===== src/rtl/stack_calc_pkg.sv =====
// Shared definitions for the stack calculator: opcodes, FSM states, LIFO commands
// and per-opcode stack requirements. Optional build macro: STACK_CALC_CARRY_EN.
package stack_calc_pkg;

    localparam logic [3:0] OP_NOP  = 4'h0;
    localparam logic [3:0] OP_PUSH = 4'h1;
    localparam logic [3:0] OP_POP  = 4'h2;
    localparam logic [3:0] OP_OUTL = 4'h3;
    localparam logic [3:0] OP_OUTH = 4'h4;
    localparam logic [3:0] OP_SWAP = 4'h5;
    localparam logic [3:0] OP_PEEK = 4'h6;
    localparam logic [3:0] OP_DUP  = 4'h7;
    localparam logic [3:0] OP_AND  = 4'h8;
    localparam logic [3:0] OP_OR   = 4'h9;
    localparam logic [3:0] OP_XOR  = 4'hA;
    localparam logic [3:0] OP_ADD  = 4'hB;
    localparam logic [3:0] OP_SUB  = 4'hC;
    localparam logic [3:0] OP_INC  = 4'hD;
    localparam logic [3:0] OP_DEC  = 4'hE;
    localparam logic [3:0] OP_ADDC = 4'hD;
    localparam logic [3:0] OP_SUBC = 4'hE;
    localparam logic [3:0] OP_NOT  = 4'hF;

    typedef enum logic {ST_FETCH, ST_EXEC} state_t;

    typedef enum logic [2:0] {
        LIFO_NONE, LIFO_PUSH, LIFO_POP, LIFO_REPLACE, LIFO_POP_REPLACE, LIFO_SWAP
    } lifo_cmd_t;

    typedef struct packed {
        logic [1:0] need;   // entries that must be present
        logic       push;   // op grows the stack by one
    } op_info_t;

    function automatic op_info_t op_info(input logic [3:0] op);
        op_info_t info;
        info = '0;
        case (op)
            OP_PUSH:                               info.push = 1'b1;
            OP_POP, OP_OUTL, OP_OUTH, OP_NOT:      info.need = 2'd1;
            OP_DUP: begin
                info.need = 2'd1;
                info.push = 1'b1;
            end
            OP_PEEK: begin
                info.need = 2'd2;
                info.push = 1'b1;
            end
            OP_SWAP, OP_AND, OP_OR, OP_XOR,
            OP_ADD, OP_SUB:                        info.need = 2'd2;
`ifdef STACK_CALC_CARRY_EN
            OP_ADDC, OP_SUBC:                      info.need = 2'd2;
`else
            OP_INC, OP_DEC:                        info.need = 2'd1;
`endif
            default: ;
        endcase
        return info;
    endfunction

endpackage


===== src/rtl/stack_calc_lifo.sv =====
// Stack storage with a single registered write port; entries at or above sp
// are never driven onto the outputs.
module stack_calc_lifo
    import stack_calc_pkg::*;
#(
    parameter int WIDTH = 4,
    parameter int DEPTH = 8
) (
    input  logic                       clk,
    input  logic                       rst,
    input  lifo_cmd_t                  cmd,
    input  logic [WIDTH-1:0]           wdata,
    output logic [WIDTH-1:0]           top_word,
    output logic [WIDTH-1:0]           second_word,
    output logic [$clog2(DEPTH+1)-1:0] depth
);
    localparam int AW  = $clog2(DEPTH);
    localparam int SPW = $clog2(DEPTH+1);

    logic [WIDTH-1:0] mem [DEPTH];
    logic [SPW-1:0]   sp;
    logic [AW-1:0]    top_idx, sec_idx, push_idx;

    assign top_idx  = AW'(sp - SPW'(1));
    assign sec_idx  = AW'(sp - SPW'(2));
    assign push_idx = AW'(sp);

    assign depth       = sp;
    assign top_word    = (sp >= SPW'(1)) ? mem[top_idx] : '0;
    assign second_word = (sp >= SPW'(2)) ? mem[sec_idx] : '0;

    always_ff @(posedge clk) begin
        if (rst) begin
            sp <= '0;
        end else begin
            case (cmd)
                LIFO_PUSH:                  sp <= sp + SPW'(1);
                LIFO_POP, LIFO_POP_REPLACE: sp <= sp - SPW'(1);
                default: ;
            endcase
        end
    end

    // Storage is not reset; sp alone defines which entries are meaningful.
    always_ff @(posedge clk) begin
        if (!rst) begin
            case (cmd)
                LIFO_PUSH:        mem[push_idx] <= wdata;
                LIFO_REPLACE:     mem[top_idx]  <= wdata;
                LIFO_POP_REPLACE: mem[sec_idx]  <= wdata;
                LIFO_SWAP: begin
                    mem[top_idx] <= mem[sec_idx];
                    mem[sec_idx] <= mem[top_idx];
                end
                default: ;
            endcase
        end
    end

endmodule


===== src/rtl/stack_calc_core.sv =====
// Stack calculator core: fetch/execute FSM, ALU, flags and sticky error checks.
// Optional build macro STACK_CALC_CARRY_EN turns opcodes D/E into ADDC/SUBC.
//
// state    | meaning
// ST_FETCH | op_ready=1, latch opcode/operand when op_valid
// ST_EXEC  | op_ready=0, apply the latched op to stack/flags/out_word
module stack_calc_core
    import stack_calc_pkg::*;
#(
    parameter int WIDTH = 4,
    parameter int DEPTH = 8
) (
    input  logic                       clk,
    input  logic                       rst,
    input  logic                       op_valid,
    output logic                       op_ready,
    input  logic [3:0]                 opcode,
    input  logic [WIDTH-1:0]           operand,
    output logic [WIDTH-1:0]           top_word,
    output logic [WIDTH-1:0]           second_word,
    output logic [2*WIDTH-1:0]         out_word,
    output logic [$clog2(DEPTH+1)-1:0] depth,
    output logic                       flag_c,
    output logic                       flag_z,
    output logic                       err_overflow,
    output logic                       err_underflow
);
    localparam int SPW = $clog2(DEPTH+1);

    state_t             state, state_next;
    logic [3:0]         op_q;
    logic [WIDTH-1:0]   opd_q;
    op_info_t           info;
    lifo_cmd_t          lifo_cmd;
    logic [WIDTH-1:0]   lifo_wdata;
    logic [WIDTH-1:0]   a, b, alu_res;
    logic [WIDTH:0]     wide;
    logic               alu_c;
    logic               c_next, z_next, ovf_next, unf_next;
    logic [2*WIDTH-1:0] out_next;

    assign a    = second_word;
    assign b    = top_word;
    assign info = op_info(op_q);

    always_comb begin
        wide    = '0;
        alu_res = '0;
        alu_c   = 1'b0;
        case (op_q)
            OP_AND: alu_res = a & b;
            OP_OR:  alu_res = a | b;
            OP_XOR: alu_res = a ^ b;
            OP_ADD: wide = {1'b0, a} + {1'b0, b};
            OP_SUB: wide = {1'b0, a} - {1'b0, b};
`ifdef STACK_CALC_CARRY_EN
            OP_ADDC: wide = {1'b0, a} + {1'b0, b} + {{WIDTH{1'b0}}, flag_c};
            OP_SUBC: wide = {1'b0, a} - {1'b0, b} - {{WIDTH{1'b0}}, flag_c};
`else
            OP_INC:  wide = {1'b0, b} + {{WIDTH{1'b0}}, 1'b1};
            OP_DEC:  wide = {1'b0, b} - {{WIDTH{1'b0}}, 1'b1};
`endif
            OP_NOT: alu_res = ~b;
            default: ;
        endcase
        // Bit WIDTH of the extended result is carry for adds and borrow for subtracts.
        if (op_q inside {OP_ADD, OP_SUB, OP_INC, OP_DEC})
            {alu_c, alu_res} = wide;
    end

    always_comb begin
        state_next = state;
        op_ready   = (state == ST_FETCH);
        lifo_cmd   = LIFO_NONE;
        lifo_wdata = '0;
        c_next     = flag_c;
        z_next     = flag_z;
        out_next   = out_word;
        ovf_next   = err_overflow;
        unf_next   = err_underflow;
        case (state)
            ST_FETCH: if (op_valid) state_next = ST_EXEC;
            ST_EXEC: begin
                state_next = ST_FETCH;
                if (depth < SPW'(info.need)) begin
                    unf_next = 1'b1;
                end else if (info.push && depth == SPW'(DEPTH)) begin
                    ovf_next = 1'b1;
                end else if (op_q[3]) begin
                    lifo_cmd   = (info.need == 2'd2) ? LIFO_POP_REPLACE : LIFO_REPLACE;
                    lifo_wdata = alu_res;
                    c_next     = alu_c;
                    z_next     = (alu_res == '0);
                end else begin
                    case (op_q)
                        OP_PUSH: begin
                            lifo_cmd   = LIFO_PUSH;
                            lifo_wdata = opd_q;
                        end
                        OP_POP:  lifo_cmd = LIFO_POP;
                        OP_OUTL: out_next[WIDTH-1:0] = b;
                        OP_OUTH: out_next[2*WIDTH-1:WIDTH] = b;
                        OP_SWAP: lifo_cmd = LIFO_SWAP;
                        OP_PEEK: begin
                            lifo_cmd   = LIFO_PUSH;
                            lifo_wdata = a;
                        end
                        OP_DUP: begin
                            lifo_cmd   = LIFO_PUSH;
                            lifo_wdata = b;
                        end
                        default: ;
                    endcase
                end
            end
            default: state_next = ST_FETCH;
        endcase
    end

    always_ff @(posedge clk) begin
        if (rst) begin
            state         <= ST_FETCH;
            op_q          <= '0;
            opd_q         <= '0;
            flag_c        <= 1'b0;
            flag_z        <= 1'b0;
            out_word      <= '0;
            err_overflow  <= 1'b0;
            err_underflow <= 1'b0;
        end else begin
            state <= state_next;
            if (state == ST_FETCH && op_valid) begin
                op_q  <= opcode;
                opd_q <= operand;
            end
            flag_c        <= c_next;
            flag_z        <= z_next;
            out_word      <= out_next;
            err_overflow  <= ovf_next;
            err_underflow <= unf_next;
        end
    end

    stack_calc_lifo #(.WIDTH(WIDTH), .DEPTH(DEPTH)) u_lifo (
        .clk         (clk),
        .rst         (rst),
        .cmd         (lifo_cmd),
        .wdata       (lifo_wdata),
        .top_word    (top_word),
        .second_word (second_word),
        .depth       (depth)
    );

endmodule


===== config.mk =====
export PLATFORM = sky130hd
export DESIGN_NAME = stack_calc_core
export DESIGN_NICKNAME = d
export VERILOG_FILES = /design/src/rtl/stack_calc_pkg.sv /design/src/rtl/stack_calc_lifo.sv /design/src/rtl/stack_calc_core.sv
export SDC_FILE = /design/constraint.sdc
export NUM_CORES = 1
export LEC_CHECK = 0
export ABC_AREA = 1
export CORE_UTILIZATION = 40
export CTS_CLUSTER_DIAMETER = 150
export DETAILED_ROUTE_END_ITERATION = 16
export MAX_ROUTING_LAYER = met4
export SLEW_MARGIN = 10
export SYNTH_ARGS = -nofsm -noshare
export SYNTH_HDL_FRONTEND = slang
export SYNTH_SLANG_ARGS = --single-unit

===== constraint.sdc =====
create_clock -name clk -period 4.4 [get_ports clk]
set_input_delay 0.88 -clock clk [delete_from_list [all_inputs] [get_ports clk]]
set_output_delay 0.88 -clock clk [all_outputs]
set_load 0.005 [all_outputs]

==> flow_summary.toml, run 1 <==
[cells_and_area]
multiInputGateArea_um2 = 2748
regArea_um2 = 1463
antenna_cells = 0
layout.nets = 757
area_delta_synth_final_pct = 18.43
final_core_util_pct = 49.26
drive_above_1_share_pct = 9.293
fillers = 1121
final_cells = 861
fin_area_um2 = 5386

[logic_synthesis]
synthMuxAreaShare_pct = 0.2201
synth_area_leaders = "edfxtp_1 21%, nand2_1 20%, dfxtp_1 11%"
synth_fa_ha_area_share_pct = 8.583
avgSynthCellArea_um2 = 6.728
synth_top_area_share_pct = 21.13
netlist_area_um2 = 4548
synth_common_cells = "244 x nand2_1, 69 x nor2_1, 59 x inv_1"
synthCells = 676
synthFlopType = "edfxtp_1"
synth-async-reset-ratio_pct = 0
yosysTopAreaCell = "edfxtp_1"
yosysUniqueCellTypes = 41
yosysSeqAreaShare_pct = 32.13
synth_compound_area_share_pct = 12.24
yosysMostFrequentCell = "nand2_1"
synth_xor_area_share_pct = 1.568
synth_edf_count = 32
yosys_register_bits = 57
yosysWarnings = 0
yosys.area_share.simple_pct = 37.80
synth_top_family_by_area = "simple AND/OR/NAND/NOR gates"
synthesis.nets = 717

[cts]
postCtsHoldBufs = 0
cts_tree = "yes"
cts_buffer_depth = 2
worstSkewPairLatency_ns = 0.35
cts_setup_buffers = 0
cts.sinks = 57
htree_levels = 3
clk_pin_slew_ns = 0.05
cts-root-buf = "clkbuf_16"
ctsResizeCount = 0
cts-buffers-inserted = 9

[setup_path]
r2r_end = "u_lifo.mem[5][2]$_DFFE_PP_"
crit_path_start_kind = "register"
crit_fanout = 59
cp-end-kind = "register"
ff2ff_setup_slack_ns = 0.40
cp_data_required_time_ns = 4.50
arrival_ns = 4.10
rr_worst_depth = 19
crit-reg2reg-launch = "u_lifo.depth[0]$_SDFFE_PP0P_"
crit_top_cell = "nand2_1"
critPathSlowestCell = "buf_4"
crit_path_cell_trace = "buf_4 > a21oi_1 > o21ai_0 > nand2_1 > nand2_1 > nand2_1 > nor2_1 > inv_1 > ha_1 > o21ai_0 > inv_1 > fa_1 > xnor2_1 > a22oi_1 > nand4_1 > nand3_1 > nand2_1 > nand2_1 > nand2_1"
critPathKind = "reg2reg"
crit_path_max_incr_delay_ns = 0.47

[detailed_routing]
num_vias = 4645
routed_via_density = 5.395
drtIter0Drc = 474
first_pass_iters = 5
routed_wl_um = 14070
wl_per_cell_um = 16.35
drc = 0
drtAntennaViolNets = 0

[power_and_ir_drop]
power.leakage_nw = 2.474
p_per_area_nw_per_um2 = 389.2
ir_drop_mv = 0.2158
total_power_w = 0.002096

[hold_path]
hp-start = "err_underflow$_SDFFE_PP0P_"
worstHoldEndpoint = "err_underflow$_SDFFE_PP0P_"
hold_depth = 1
hold_class = "reg2reg"

[placed_design]
place_area_um2 = 5066
gp_congestion = 1.008
hpwl_um = 10510
dp.cells = 845
portBuffers = 35

[timing]
hold_viol_final = 0
tns_ns = 0
fin_crit_ns = 4.000
fmax_ghz = 0.2500
rsz0062_at_grt = "false"
finClkSkew_ns = 0.005067
finalSetupViolations = 0
slew_viol_final = 0
min_period_over_period_pct = 90.91
worstMarginPinSlew_ns = 0.5735
slew_headroom_pct = 61.77

[global_routing]
grt_max_degree = 60
grt_use_total_pct = 26.25
grt-ovfl-total = 0
grt_pass1_vias = 4345
grt_pass1_wl_um = 22360
antenna_found_initial = 0

[floorplanning]
fp.dieW_um = 108.6
die-area_um2 = 11800
core_area_um2 = 10940
rows = 38
start_util_pct = 41.59
die_y_um = 108.6
boundaryPins = 36

[run]
cap_violations = 0

[status]
status = "complete, no violations"
==> through the flow <==
stage | hold WS, ns | setup slack [ns]
finish | 0.4604 | 0.4001
global route | 0.4819 | 0.02190
CTS | 0.4643 | 0.4325
detailed placement | 0.4525 | 0.4436
global placement | 0.4494 | 0.5730
floorplan | 0.4299 | 0.6132
==> logic make-up after synthesis <==
kind of cell | Yosys count
AOI/OAI and AO/OA | 98
xor gates and xnor gates | 6
adders and majority gates | 30
buffers and inverters | 85
DFF | 57
muxes | 1
and+or+nand+nor | 399
==> flip-flops by register name (all words and copies together), names as in the netlist, 4 cells and up <==
name	count
opd_q	4
out_word	8
u_lifo.mem	32
op_q	4
u_lifo.depth	4
==> layout make-up <==
| cell class | count | share of cell area [%] |
|---|---|---|
| Sequential cell | 57 | 27.15 |
| Clock inverter | 7 | 1.765 |
| Timing Repair Buffer | 44 | 7.758 |
| Clock buffer | 9 | 4.181 |
| Tap cell | 140 | 3.252 |
| Multi-Input combinational cell | 534 | 51.01 |
| Inverter | 70 | 4.878 |
==> worst max-delay path by stage <==
| stage | startpoint | end | slack, ns | cells after the start |
|---|---|---|---|---|
| global placement | u_lifo.depth[0]$_SDFFE_PP0P_ | u_lifo.mem[0][2]$_DFFE_PP_ | 0.57 | 19 |
| floorplan | u_lifo.depth[1]$_SDFFE_PP0P_ | u_lifo.mem[6][2]$_DFFE_PP_ | 0.61 | 19 |
| finish | u_lifo.depth[0]$_SDFFE_PP0P_ | u_lifo.mem[5][2]$_DFFE_PP_ | 0.40 | 19 |
| CTS | u_lifo.depth[0]$_SDFFE_PP0P_ | u_lifo.mem[5][2]$_DFFE_PP_ | 0.43 | 19 |
| detailed placement | u_lifo.depth[0]$_SDFFE_PP0P_ | u_lifo.mem[2][2]$_DFFE_PP_ | 0.44 | 19 |
| global route | u_lifo.depth[0]$_SDFFE_PP0P_ | u_lifo.mem[6][2]$_DFFE_PP_ | 0.02 | 19 |
==> cells in the final DEF, fill, tap and decap left out, drive strengths merged, types with 10 or more instances in the layout <==
cell type | netlist | layout
ha | 28 | 28
nand2 | 254 | 254
dfxtp | 25 | 25
nor2 | 77 | 77
o21ai | 33 | 33
a21oi | 39 | 39
edfxtp | 32 | 32
clkdlybuf4s50 | 0 | 35
nand4 | 10 | 10
inv | 70 | 70
nand3 | 49 | 49
==> worst max-delay path: cells and delay by family, from the launching register on <==
family,cells,cell delay (ns)
AOI/OAI and AO/OA,4,0.70
xor gates and xnor gates,1,0.15
adders and majority gates,2,0.73
buffers and inverters,3,0.73
DFF,1,0.33
and+or+nand+nor,9,1.10
==> metal layers <==
metal | vias up | GRT usage [%] | part of all wire (%)
met4 | 0 | 12.64 | 4.1
met5 | - | - | 0
met1 | 2129 | 32.10 | 45
met2 | 173 | 40.87 | 45
li1 | 2296 | - | -
met3 | 47 | 5.977 | 5.9
==> where the power goes <==
| group | switching [W] | total, W | internal, W |
|---|---|---|---|
| Clock | 0.000266 | 0.000759 | 0.000494 |
| Combinational | 0.000471 | 0.000751 | 0.000281 |
| Sequential | 0.0000123 | 0.000586 | 0.000573 |
| Total | 0.000749 | 0.00210 | 0.00135 |
No activity file was read; power rests on OpenSTA's default activity.
==> run 2, diff against run 1 <==
- RECOVER_POWER: not set -> 25
==> run 2 against run 1 <==
  * Non-clock buffer count unchanged
  * Sequential cell count unchanged
  * First-iteration DRC count decreased by 13%
  * Via count decreased by 0.60%
  * Wire length decreased by 0.19%
  * Worst hold slack got worse by 0.0048 ns
  * Die area unchanged
  * Sequential share of layout area increased by 0.057 points
  * Critical path depth unchanged
  * Setup slack improved by 0.0025 ns
  * Clock skew decreased by 0.00050 ns
  * Power decreased by 0.22%
  * Critical endpoint unchanged
==> flow_summary.toml, run 2 (same netlist as run 1, synthesis figures left out) <==
[cts]
postCtsHoldBufs = 0
cts.sinks = 57
cts-buffers-inserted = 9
htree_levels = 3
worstSkewPairLatency_ns = 0.34
clk_pin_slew_ns = 0.05
cts_buffer_depth = 2
cts-root-buf = "clkbuf_16"
cts_setup_buffers = 0
cts_tree = "yes"
ctsResizeCount = 0

[detailed_routing]
drtIter0Drc = 414
first_pass_iters = 5
drc = 0
num_vias = 4617
wl_per_cell_um = 16.31
drtAntennaViolNets = 0
routed_via_density = 5.362
routed_wl_um = 14050

[cells_and_area]
area_delta_synth_final_pct = 18.18
max_flop_register = "u_lifo.mem"
fillers = 1127
antenna_cells = 0
fin_area_um2 = 5375
final_cells = 861
layout.nets = 757
final_cell_mix = "244 x nand2_1, 69 x nor2_1, 59 x inv_1"
final_core_util_pct = 49.15
largestRegisters = "u_lifo.mem x32, out_word x8"
drive_above_1_share_pct = 8.877
final_common_cell = "nand2_1"
largest_reg_flops = 32
multiInputGateArea_um2 = 2748
regArea_um2 = 1463

[placed_design]
hpwl_um = 10510
gp_congestion = 1.008
dp_slack_ns = 0.4436
dp.cells = 845
portBuffers = 35
place_area_um2 = 5066

[floorplanning]
die-area_um2 = 11800
boundaryPins = 36
die_y_um = 108.6
rows = 38
start_util_pct = 41.59
core_area_um2 = 10940
fp.dieW_um = 108.6

[power_and_ir_drop]
clock_power_share_pct = 36.3
ir_drop_mv = 0.2157
seq_power_share_pct = 28.0
power.leakage_nw = 2.507
p_comb_share_pct = 35.7
p_per_area_nw_per_um2 = 389.2
switching_power_w = 0.0007477
power_switching_share_pct = 35.74
power.internal_w = 0.001344

[setup_path]
crit_path_start_kind = "register"
arrival_ns = 4.09
crit_top_cell = "nand2_1"
rr_worst_depth = 19
critPathSlowestCell = "buf_4"
cp-end-kind = "register"
ff2ff_setup_slack_ns = 0.40
crit_path_cell_trace = "buf_4 > a21oi_1 > o21ai_0 > nand2_1 > nand2_1 > nand2_1 > nor2_1 > inv_1 > ha_1 > o21ai_0 > inv_1 > fa_1 > xnor2_1 > a22oi_1 > nand4_1 > nand3_1 > nand2_1 > nand2_1 > nand2_1"
cp_data_required_time_ns = 4.50
critPathTopFamily = "simple AND/OR/NAND/NOR gates"
crit_path_max_incr_delay_ns = 0.47
crit_buf_inv = 3
critical_path_depth = 19
crit_fanout = 59
critPathKind = "reg2reg"

[timing]
finClkSkew_ns = 0.004565
slew_viol_final = 0
min_period_over_period_pct = 90.85
tns_ns = 0
rsz0062_at_grt = "false"
fmax_ghz = 0.2502
worst_slack_ns = 0.4026
slew_headroom_pct = 43.21
fin_crit_ns = 3.997
finalSetupViolations = 0
worstMarginPinSlew_ns = 0.8519
hold_viol_final = 0

[global_routing]
antenna_found_initial = 0
grt-ovfl-total = 0
grt_max_degree = 60
grt_use_total_pct = 26.25
grt_pass1_wl_um = 22360
grt_pass1_vias = 4345

[status]
status = "complete, no violations"

[run]
cap_violations = 0

[hold_path]
hold_depth = 1
hold_class = "reg2reg"
==> run 2: cell count changes in the layout (fill, tap and decap cells not counted), sizes merged <==
cell / previous run / this run
clkbuf: 9 / 12
buf: 9 / 6
clkdlybuf4s50: 35 / 19
dlygate4sd3: 0 / 16
==> run 2: power groups by stage <==
stage	Sequential (W)	Clock, W	Combinational [W]
floorplan	0.000596	0	0.000521
CTS	0.000585	0.000767	0.000746
detailed placement	0.000596	0	0.000742
finish	0.000586	0.000759	0.000748
global route	0.000586	0.000791	0.000842
global placement	0.000596	0	0.000733
==> run 2: layout make-up <==
type                            count  share of cell area [%]
Clock buffer                        9                   4.190
Multi-Input combinational cell    534                   51.12
Inverter                           70                   4.888
Clock inverter                      7                   1.769
Timing Repair Buffer               44                   7.565
Sequential cell                    57                   27.21
Tap cell                          140                   3.259
==> run 2: final timing paths <==
path | from | end
hold / removal | err_underflow$_SDFFE_PP0P_ | err_underflow$_SDFFE_PP0P_
setup reg to reg | u_lifo.depth[0]$_SDFFE_PP0P_ | u_lifo.mem[5][2]$_DFFE_PP_
hold reg to reg | err_underflow$_SDFFE_PP0P_ | err_underflow$_SDFFE_PP0P_
setup / recovery | u_lifo.depth[0]$_SDFFE_PP0P_ | u_lifo.mem[5][2]$_DFFE_PP_
==> run 2: through the flow <==
stage,hold slack (ns),total power (W)
4_1_cts,0.4643,0.002099
6_report,0.4556,0.002092
2_1_floorplan,0.4299,0.001116
5_1_grt,0.4767,0.002220
3_3_place_gp,0.4494,0.001329
3_5_place_dp,0.4525,0.001339
==> run 2: per-layer routing <==
layer  up-vias  share of wire, %  track usage [%]
met2       165                45            40.87
met5         -                 0                -
met1      2111                45            32.10
li1       2298                 -                -
met4         0               3.8            12.64
met3        43               5.7            5.977
==> run 2: worst register-to-register path: stages, from the launching register on <==
cell and delay [ns]:
dfxtp_2 0.33, buf_4 0.47, a21oi_1 0.14, o21ai_0 0.12, nand2_1 0.08, nand2_1 0.10
nand2_1 0.07, nor2_1 0.14, inv_1 0.15, ha_1 0.30, o21ai_0 0.25, inv_1 0.11
fa_1 0.43, xnor2_1 0.15, a22oi_1 0.21, nand4_1 0.13, nand3_1 0.17, nand2_1 0.23
nand2_1 0.12, nand2_1 0.06
==> run 3, diff against run 2 <==
- CELL_PAD_IN_SITES_DETAIL_PLACEMENT: not set -> 0
- CELL_PAD_IN_SITES_GLOBAL_PLACEMENT: not set -> 1
- PLACE_DENSITY_LB_ADDON: not set -> 0.1
==> run 3 against run 2 <==
  * Sequential share of layout area grew 0.19 points
  * Clock skew is 0.0019 ns higher
  * Register-to-register slack worse by 0.099 ns
  * Setup slack got worse by 0.099 ns
  * Die area unchanged
  * Wire length is 0.70% lower
  * First-iteration DRC count down 9.9%
  * Power fell by 3.0%
  * Worst hold slack better by 0.0017 ns
  * Maximum frequency shrank 2.4%
  * Sequential cell count unchanged
==> flow_summary.toml, run 3 (same netlist as run 1, synthesis figures left out) <==
[status]
status = "complete, no violations"

[hold_path]
worstHoldEndpoint = "err_underflow$_SDFFE_PP0P_"
hold_class = "reg2reg"
hp-start = "err_underflow$_SDFFE_PP0P_"
hold_depth = 1

[global_routing]
grt_max_degree = 60
antenna_found_initial = 0
grt_pass1_vias = 4152
grt_pass1_wl_um = 21780
grt_use_total_pct = 25.72
grt-ovfl-total = 0

[cts]
cts.sinks = 57
cts-buffers-inserted = 9
cts_buffer_depth = 2
clk_pin_slew_ns = 0.05
cts_setup_buffers = 0
htree_levels = 3
cts_tree = "yes"
cts-root-buf = "clkbuf_16"
worstSkewPairLatency_ns = 0.34
postCtsHoldBufs = 0

[floorplanning]
die-area_um2 = 11800
rows = 38
boundaryPins = 36
core_area_um2 = 10940
fp.dieW_um = 108.6
start_util_pct = 41.59
die_y_um = 108.6

[run]
cap_violations = 0

[timing]
worstMarginPinSlew_ns = 0.8573
finalSetupViolations = 0
slew_viol_final = 0
rsz0062_at_grt = "false"
fmax_ghz = 0.2441
min_period_over_period_pct = 93.10
fin_hold_ws_ns = 0.4573
fin_crit_ns = 4.096
slew_headroom_pct = 42.64
hold_viol_final = 0
finClkSkew_ns = 0.006493
tns_ns = 0

[cells_and_area]
largest_reg_flops = 32
final_common_cell = "nand2_1"
area_delta_synth_final_pct = 17.36
final_cell_mix = "244 x nand2_1, 70 x nor2_1, 59 x inv_1"
drive_above_1_share_pct = 8.599
max_flop_register = "u_lifo.mem"
antenna_cells = 0
layout.nets = 757
largestRegisters = "u_lifo.mem x32, out_word x8"

[setup_path]
ff2ff_setup_slack_ns = 0.30
worstSetupStartpoint = "u_lifo.depth[1]$_SDFFE_PP0P_"
crit_path_start_kind = "register"
cp_data_required_time_ns = 4.50
crit_fanout = 18
rr_worst_depth = 20
crit_path_max_incr_delay_ns = 0.45
r2r_end = "u_lifo.mem[4][2]$_DFFE_PP_"
crit_path_cell_trace = "inv_2 > buf_4 > ha_2 > inv_1 > nand2_1 > nand2_1 > nor2_1 > buf_4 > inv_1 > ha_1 > o21ai_0 > inv_1 > fa_1 > xnor2_1 > a22oi_1 > nand4_1 > nand3_1 > nand2_1 > nand2_1 > nand2_1"
crit_top_cell = "nand2_1"
cp-end-kind = "register"
arrival_ns = 4.19
critPathKind = "reg2reg"
crit-reg2reg-launch = "u_lifo.depth[1]$_SDFFE_PP0P_"
critPathSlowestCell = "fa_1"

[placed_design]
hpwl_um = 10490
gp_congestion = 0.9082
portBuffers = 35

[power_and_ir_drop]
p_per_area_nw_per_um2 = 380.1
power.leakage_nw = 2.497
ir_drop_mv = 0.2094

[detailed_routing]
drtAntennaViolNets = 0
drc = 0
first_pass_iters = 5
routed_via_density = 5.387
routed_wl_um = 13950
num_vias = 4638
wl_per_cell_um = 16.20
drtIter0Drc = 373
-- run 3: cell count changes in the layout (fill, tap and decap cells not counted) --
cell | before | now
clkinv_2 | 0 | 1
clkinvlp_4 | 3 | 1
clkinv_1 | 1 | 2
bufinv_16 | 2 | 1
dlygate4sd3_1 | 16 | 15
ha_1 | 28 | 27
ha_2 | 0 | 1
clkdlybuf4s50_1 | 19 | 20
nor2_1 | 69 | 70
clkbuf_1 | 3 | 4
nor2_4 | 3 | 2
-- run 3: area by class of cell --
cell class	instances	area [um2]
Sequential cell	57	1463
Inverter	70	262.8
Clock inverter	6	58.81
Multi-Input combinational cell	534	2743
Clock buffer	10	229.0
Fill cell	1142	5598
Timing Repair Buffer	44	406.6
Tap cell	140	175.2
-- run 3: worst max path at each step --
stage	to	slack (ns)	cells after the start
floorplan	u_lifo.mem[6][2]$_DFFE_PP_	0.61	19
global route	u_lifo.mem[4][2]$_DFFE_PP_	0.03	20
finish	u_lifo.mem[4][2]$_DFFE_PP_	0.30	20
CTS	u_lifo.mem[4][2]$_DFFE_PP_	0.24	20
detailed placement	u_lifo.mem[4][2]$_DFFE_PP_	0.29	20
global placement	u_lifo.mem[3][2]$_DFFE_PP_	0.33	20
-- run 3: what timing repair did --
action	in CTS	in global routing
endpoints found under the hold margin	0	0
setup endpoints to repair	0	8
gates resized for setup	0	1
-- run 3: per-stage QoR --
stage / cells / setup WS [ns] / total power (W) / utilization (%) / cell area [um2]
finish: 861 / 0.3036 / 0.002029 / 48.81 / 5338
global route: 861 / 0.03057 / 0.002158 / 48.81 / 5338
CTS: 861 / 0.2378 / 0.002040 / 48.96 / 5354
detailed placement: 845 / 0.2884 / 0.001337 / 46.33 / 5066
global placement: 845 / 0.3269 / 0.001337 / 46.33 / 5066
floorplan: 676 / 0.6132 / 0.001116 / - / 4548
-- run 3: metal layers --
metal | part of all wire, % | GRT usage, % | vias to the layer above
li1 | - | - | 2302
met4 | 1.3 | 8.205 | 0
met2 | 46 | 39.29 | 149
met3 | 5.5 | 4.124 | 15
met1 | 48 | 34.71 | 2172
met5 | 0 | - | -
-- run 3: power breakdown --
| group | switching [W] | internal, W | total, W |
|---|---|---|---|
| registers | 0.0000120 | 0.000574 | 0.000585 |
| logic | 0.000473 | 0.000277 | 0.000750 |
| clock network | 0.000260 | 0.000434 | 0.000694 |
| total | 0.000745 | 0.00128 | 0.00203 |
-- run 3: worst max-delay path: cells and delay by family, from the launching register on --
family	cells	cell delay (ns)
adder cells (fa/ha/maj)	3	1.16
AND/OR/NAND/NOR	8	0.99
buffers and inverters	6	0.76
AO/OA/AOI/OAI	2	0.44
flip-flops	1	0.34
XOR/XNOR	1	0.16
